### src/rtl/mem_wb_reg.sv
// MEM/WB pipeline register: one-cycle capture of MEM results and control,
// with hazard-unit stall (hold) and flush (bubble).
module mem_wb_reg #(
  parameter int DW = 32,
  parameter int AW = 5
) (
  input  logic          clk,
  input  logic          rst_n,
  input  logic          stall,
  input  logic          flush,
  input  logic          valid,
  input  logic [DW-1:0] npc,
  input  logic [DW-1:0] rs_data,
  input  logic [2:0]    rd_sel,
  input  logic [AW-1:0] rd_waddr,
  input  logic          rd_wena,
  input  logic [DW-1:0] hi_data,
  input  logic [DW-1:0] lo_data,
  input  logic          hi_wena,
  input  logic          lo_wena,
  input  logic [1:0]    hi_sel,
  input  logic [1:0]    lo_sel,
  input  logic [DW-1:0] cp0_data,
  input  logic [DW-1:0] alu_data,
  input  logic [DW-1:0] clz_data,
  input  logic [DW-1:0] mul_hi,
  input  logic [DW-1:0] mul_lo,
  input  logic [DW-1:0] div_r,
  input  logic [DW-1:0] div_q,
  input  logic [DW-1:0] dmem_data,
  output logic          valid_out,
  output logic [DW-1:0] npc_out,
  output logic [DW-1:0] rs_data_out,
  output logic [2:0]    rd_sel_out,
  output logic [AW-1:0] rd_waddr_out,
  output logic          rd_wena_out,
  output logic [DW-1:0] hi_data_out,
  output logic [DW-1:0] lo_data_out,
  output logic          hi_wena_out,
  output logic          lo_wena_out,
  output logic [1:0]    hi_sel_out,
  output logic [1:0]    lo_sel_out,
  output logic [DW-1:0] cp0_data_out,
  output logic [DW-1:0] alu_data_out,
  output logic [DW-1:0] clz_data_out,
  output logic [DW-1:0] mul_hi_out,
  output logic [DW-1:0] mul_lo_out,
  output logic [DW-1:0] div_r_out,
  output logic [DW-1:0] div_q_out,
  output logic [DW-1:0] dmem_data_out
);

  logic capture;
  assign capture = !flush && !stall;

  // Control: flush clears, stall holds, else qualify enables with valid.
  always_ff @(posedge clk or negedge rst_n) begin
    if (!rst_n) begin
      valid_out   <= 1'b0;
      rd_wena_out <= 1'b0;
      hi_wena_out <= 1'b0;
      lo_wena_out <= 1'b0;
    end else if (flush) begin
      valid_out   <= 1'b0;
      rd_wena_out <= 1'b0;
      hi_wena_out <= 1'b0;
      lo_wena_out <= 1'b0;
    end else if (!stall) begin
      valid_out   <= valid;
      rd_wena_out <= rd_wena & valid & (rd_waddr != '0);
      hi_wena_out <= hi_wena & valid;
      lo_wena_out <= lo_wena & valid;
    end
  end

  // Data fields simply hold across flush; only the enables matter there.
  always_ff @(posedge clk or negedge rst_n) begin
    if (!rst_n) begin
      npc_out       <= '0;
      rs_data_out   <= '0;
      rd_sel_out    <= '0;
      rd_waddr_out  <= '0;
      hi_data_out   <= '0;
      lo_data_out   <= '0;
      hi_sel_out    <= '0;
      lo_sel_out    <= '0;
      cp0_data_out  <= '0;
      alu_data_out  <= '0;
      clz_data_out  <= '0;
      mul_hi_out    <= '0;
      mul_lo_out    <= '0;
      div_r_out     <= '0;
      div_q_out     <= '0;
      dmem_data_out <= '0;
    end else if (capture) begin
      npc_out       <= npc;
      rs_data_out   <= rs_data;
      rd_sel_out    <= rd_sel;
      rd_waddr_out  <= rd_waddr;
      hi_data_out   <= hi_data;
      lo_data_out   <= lo_data;
      hi_sel_out    <= hi_sel;
      lo_sel_out    <= lo_sel;
      cp0_data_out  <= cp0_data;
      alu_data_out  <= alu_data;
      clz_data_out  <= clz_data;
      mul_hi_out    <= mul_hi;
      mul_lo_out    <= mul_lo;
      div_r_out     <= div_r;
      div_q_out     <= div_q;
      dmem_data_out <= dmem_data;
    end
  end

endmodule

### config.mk
export PLATFORM = sky130hd
export DESIGN_NAME = mem_wb_reg
export DESIGN_NICKNAME = d
export VERILOG_FILES = /design/src/rtl/mem_wb_reg.sv
export SDC_FILE = /design/constraint.sdc
export NUM_CORES = 1
export LEC_CHECK = 0
export ABC_AREA = 1
export BUFFER_PORTS_ARGS = -buffer_cell sky130_fd_sc_hd__buf_2
export CAP_MARGIN = 15
export CORE_AREA = 2 2 315 317
export DETAILED_ROUTE_END_ITERATION = 16
export DIE_AREA = 0 0 317 319
export GPL_TIMING_DRIVEN = 0
export PLACE_DENSITY_LB_ADDON = 0.1
export SLEW_MARGIN = 20
export SYNTH_ARGS = -nofsm -noshare
export SYNTH_HDL_FRONTEND = slang
export SYNTH_SLANG_ARGS = --single-unit
### constraint.sdc
create_clock -name clk -period 0.8 [get_ports clk]
set_input_delay 0.2 -clock clk [delete_from_list [all_inputs] [get_ports clk]]
set_output_delay 0.2 -clock clk [all_outputs]
set_load 0.02 [all_outputs]
* Word-level counts from Yosys, hierarchy flattened
Index checks and enable logic that the tools add are counted.
** Word-level totals
- Register bits :: 400
- Input port bits :: 404
- Output and inout bits :: 400
- Word-level logic and storage cells :: 37
** Operators by class
- Equal/unequal tests :: 1
- Multiplexer cells :: 8
- Bitwise operators :: 4
- Reduce and logical (&&, ||, !) cells :: 4
** Operators by type and width (count)
- 2-to-1 mux 1 bit :: 8
- nonzero test 5 bit :: 1
- bitwise AND 1 bit :: 4
- logical NOT 1 bit :: 2
- != test 2 x 1 -> 1 bit (second input constant) :: 1
- logical AND 1 bit :: 1

* Logic depth before layout (Yosys ltp)
- Word-level depth :: 4
- Mapped depth :: 8
- Mapped depth without buffers :: 5

* Least setup slack after synthesis
Ideal clock, no wire load.
- Path type :: input-to-reg
- From :: input flush
- To :: register alu_data_out[0]
- Library setup time :: 0.065 ns
- Data arrival time :: 1.106 ns
- Required time :: 0.735 ns
- Path slack :: -0.371 ns
- Stages on the path :: 8
- Buffers on the path :: 5
- Cell sequence :: buf_2 -> buf_6 -> nor2_4 -> buf_4 -> buf_6 -> buf_6 -> nand2_1 -> nand2_1
** Between the ends
- Longest elaborated chain between the ends :: 2
** RTL lines
- start, declared :: line 10 : input logic flush,
- logical NOT 1 bit :: line 54 : assign capture = !flush && !stall;
- logical AND 1 bit :: line 54
- end signal, assigned :: line 105 : alu_data_out <= alu_data;
- end, declared :: line 44 : output logic [DW-1:0] alu_data_out,
No other way between the ends.
A chain may end at the register's enable or synchronous reset.

* Worst setup path in the final report
- From :: register div_q_out[15]
- To :: output div_q_out[15]
** RTL lines
- start, declared :: line 49 : output logic [DW-1:0] div_q_out,
- start signal, assigned :: line 110 : div_q_out <= div_q;
No word-level cell between the ends.

==> run summary <==
The flow ran to the end, but the final reports show violations. The checks that failed: negative hold slack, negative setup slack. The leading register cell type out of synthesis is dfrtp_1. The H-tree was split into 2 levels.

The transition time at the pin with the least slew margin came out at between 0.5 and 0.6 ns. The die boundary height came out at roughly 320 microns. Clock tree synthesis selected as its root buffer the cell clkbuf_16. The part of the total power dissipated in sequential elements is 0.371. The worst slew margin relative to its limit came out at 0.632. The fraction of final layout cells with drive strength greater than 1 is 0.374. The placeable core region is 97700 sq um. The worst register-to-register path begins at hi_data_out[6].

The setup clock skew after layout is 0 ns. For the worst setup path, the data required time is 0.60 ns. Yosys instantiated no cell more often than nand2_1.

The source-to-sink clock delay at the later pin of the worst-skew pair is 0.62 ns. Entering global routing, the biggest net connects 83 pins. In this run the remaining antenna-violating nets after routing total 0.

The number of hold-slack violations in the final timing report came out at roughly 190. The signal on the critical path passes through buf_6. The number of setup violations in the final report came out at around 400.

The number of clock sinks is 400. After routing, the total negative slack on setup checks comes to -220.19 ns. The biggest area contributor in the post-synthesis netlist is dfrtp_1. The final-stage net count is between 3000 and 4000. The multi-input logic area came out at about 5400 sq um.

The routed wire length per instance is between 15 and 20 microns. On the critical path the largest part of the delay comes from flip-flops. The placer congestion estimate came out at around 0.84. The clock network fraction of design power is 0.355.

The switching share of total power is 0.312. Across all register-to-register paths, the minimum setup slack is -0.07 ns. The critical path is of the register to output port type. VDD sags by at most ~1500 uV. The time the final worst path needs with I/O delays and setup came out at 1.44 ns.

The total global routing track utilization came out at 0.154. The top cell type's share of synthesized area is 0.635. In the synthesized netlist, the cells that appear most often are nand2_1 (802), dfrtp_1 (400), o21ai_0 (391). The number of synthesized flops with an enable pin came out at 0. The gate count of the mapped netlist is between 1500 and 2000. The first-pass iteration count of the detailed router came out at 5. The leakage power of the design is between 15 and 20 nW. The count of pins on the block boundary is 804. The number of antenna violations at the first check in global routing was 5.

Synthesis produced a netlist with a net count of 2144. The buffer and inverter count on the worst path came out at 1. The floorplan has between 100 and 150 rows. The share of flip-flops with an asynchronous set or reset after synthesis is 1.00. The overall power came out at approximately 66 mW. The longest clock path from root to sink contains 3 buffers. The number of design rule violations left after detail routing came out at 0.

The detailed router finished its first iteration with 681 violations. For this design the total switching power over the nets is just over 20 mW. The floorplan step set the die width to about 320 microns.

The path class of the tightest hold or removal check is input pin to asynchronous set/reset pin. The highest clock frequency the design can meet came out at 697 MHz. For this configuration, the core starts out at a cell density of 0.161.

The final worst hold slack is -0.494 ns. Dividing the final minimum period by the clock period gives 1.79. The final wirelength came out at about 83 mm. TritonCTS built the clock tree.

The fraction of the yosys area taken by sequential cells came out at 0.635. The clock slew at the register clock pins of the worst setup and hold paths is around 0.060 ns. The top fanout value on the critical path came out at 2. The synthesis warning total came out at 0. The number of max-slew violations in the final report came out at 0. The via count of the routed design came out at between 15000 and 20000. After synthesis, the cell types taking the most area are dfrtp_1 (64%), nand2_1 (19%), o21ai_0 (12%). Internal power comes to approximately 46 mW. The startpoint type of the worst setup path is a register.

The count of cell types in the netlist came out at 14. Setup repair after global routing could not meet its margin everywhere. The register cell area after layout is roughly 10000 sq um.

The worst setup path startpoint is div_q_out[15]. The via count of the first global-routing pass came out at around 18000. The final worst-path setup slack came out at -0.635 ns.

The relative area change from synthesis to final layout came out at 101%. The area enclosed by the die boundary is 101000 sq um. The global-route congestion overflow total is 0.

The share of total power dissipated in combinational logic is 0.273. The mean post-synth cell area is approximately 9.1 sq um. The global-route wire length before repair came out at between 100 and 150 mm. The number of max-capacitance violations reported came out at 0.

The total clock buffers created by CTS came out at 52. After legalization and detailed placement, the total HPWL measured a little under 60 mm. Data arrives at the worst endpoint at 1.24 ns. On the worst path, the slowest cell contributes a delay of between 0.4 and 0.5 ns. The flop and latch count out of synthesis is 400. The number of hold buffers added after CTS came out at 400.

The power density over the cells is ~2100 nW/um^2. The total of fill cells in the finished design came out at between 10000 and 15000. Using the TritonRoute via totals, the vias-per-cell ratio works out to a little under 4. STA classifies the critical path endpoint as an output port. Port buffering added approximately 800 buffers. The summed instance area of the synthesized netlist is ~16000 sq um. For this design, the slowest cell found on the critical path is dfrtp_2.
[final timing paths]
check                      cells after the start        endpoint
max                                            1   div_q_out[15]
max in group asynchronous                      3   div_r_out[25]
min reg2reg                                    2   rd_sel_out[2]
max reg2reg                                    4  hi_data_out[6]
min                                            1     npc_out[16]
min in group clk                               5     npc_out[22]
[what timing repair did]
item / CTS / global route
hold endpoints to repair: 555 / 157
pin swaps: 3 / 29
setup buffers: 58 / 27
cloned: 7 / 18
resized for setup: 889 / 219
endpoints found under the setup margin: 895 / 860
[cell type report]
| type | count | share of cell area |
|---|---|---|
| Timing Repair Buffer | 1302 | 0.377 |
| Buffer | 124 | 0.0327 |
| Multi-Input combinational cell | 1206 | 0.170 |
| Antenna cell | 2 | 0.000158 |
| Sequential cell | 400 | 0.316 |
| Clock inverter | 22 | 0.00616 |
| Tap cell | 1287 | 0.0508 |
| Clock buffer | 74 | 0.0472 |
| Inverter | 2 | 0.000237 |
[metrics by stage]
step / hold slack [ns] / utilization / setup slack (ns) / std cells / cell area, sq um
6_report: -0.494 / 0.324 / -0.635 / 4419 / 31700
5_1_grt: -0.503 / 0.324 / -0.689 / 4418 / 31700
4_1_cts: -0.510 / 0.314 / -0.716 / 4393 / 30700
3_5_place_dp: 0.264 / 0.221 / -1.30 / 3833 / 21600
3_3_place_gp: 0.401 / 0.219 / -9.47 / 3829 / 21400
2_1_floorplan: -0.0956 / - / -0.279 / 1740 / 15800
[registers in the layout, indices dropped and copies added (netlist names), 5 cells and up]
register,count
alu_data_out,32
clz_data_out,32
cp0_data_out,32
div_q_out,32
div_r_out,32
dmem_data_out,32
hi_data_out,32
lo_data_out,32
mul_hi_out,32
mul_lo_out,32
npc_out,32
rs_data_out,32
rd_waddr_out,5
[power groups by stage]
stage	clock (mW)	sequential [mW]	combinational, mW
2_1_floorplan	0	27.4	2.79
3_3_place_gp	0	24.3	12.2
3_5_place_dp	0	24.4	12.2
4_1_cts	24.6	24.7	17.6
5_1_grt	25.5	25.0	19.5
6_report	23.6	24.7	18.1
[layout by cell type (no fill, tap or decap)]
cell type and count:
nand2_1 738, buf_6 424, buf_2 409, dlygate4sd3_1 400, dfrtp_1 396, o21ai_0 358, clkbuf_16 71, buf_4 54
nand2_2 44, clkbuf_1 42, clkbuf_2 34, o21ai_2 25, nand2_4 20, buf_8 18, clkinv_2 16, buf_12 15
o21ai_1 13, buf_16 10, clkbuf_8 9, clkbuf_4 8, dfrtp_2 4, buf_1 3, nor2_1 3, bufinv_16 3
bufbuf_16 3, diode_2 2, inv_1 2, nand3_1 2, inv_6 2, nor2_4 1, nor2_2 1, nand3b_1 1
clkinvlp_4 1
[layer usage]
layer | GRT usage | vias to the layer above | part of all wire
li1 | - | 8300 | -
met1 | 0.174 | 8296 | 0.39
met2 | 0.272 | 573 | 0.50
met3 | 0.0424 | 138 | 0.065
met4 | 0.0615 | 2 | 0.041
met5 | 0 | - | 0.00016
[cell families (layout without fill, tap and decap cells)]
family          count (synthesis)  in the layout  share of synthesized area
compound gates                396            396                      0.126
flops                         400            400                      0.635
simple gates                  810            810                      0.194
other cells                     0              2                          0
buf+inv                       134           1524                     0.0453
Note: power is estimated with default switching activity, not from simulation.
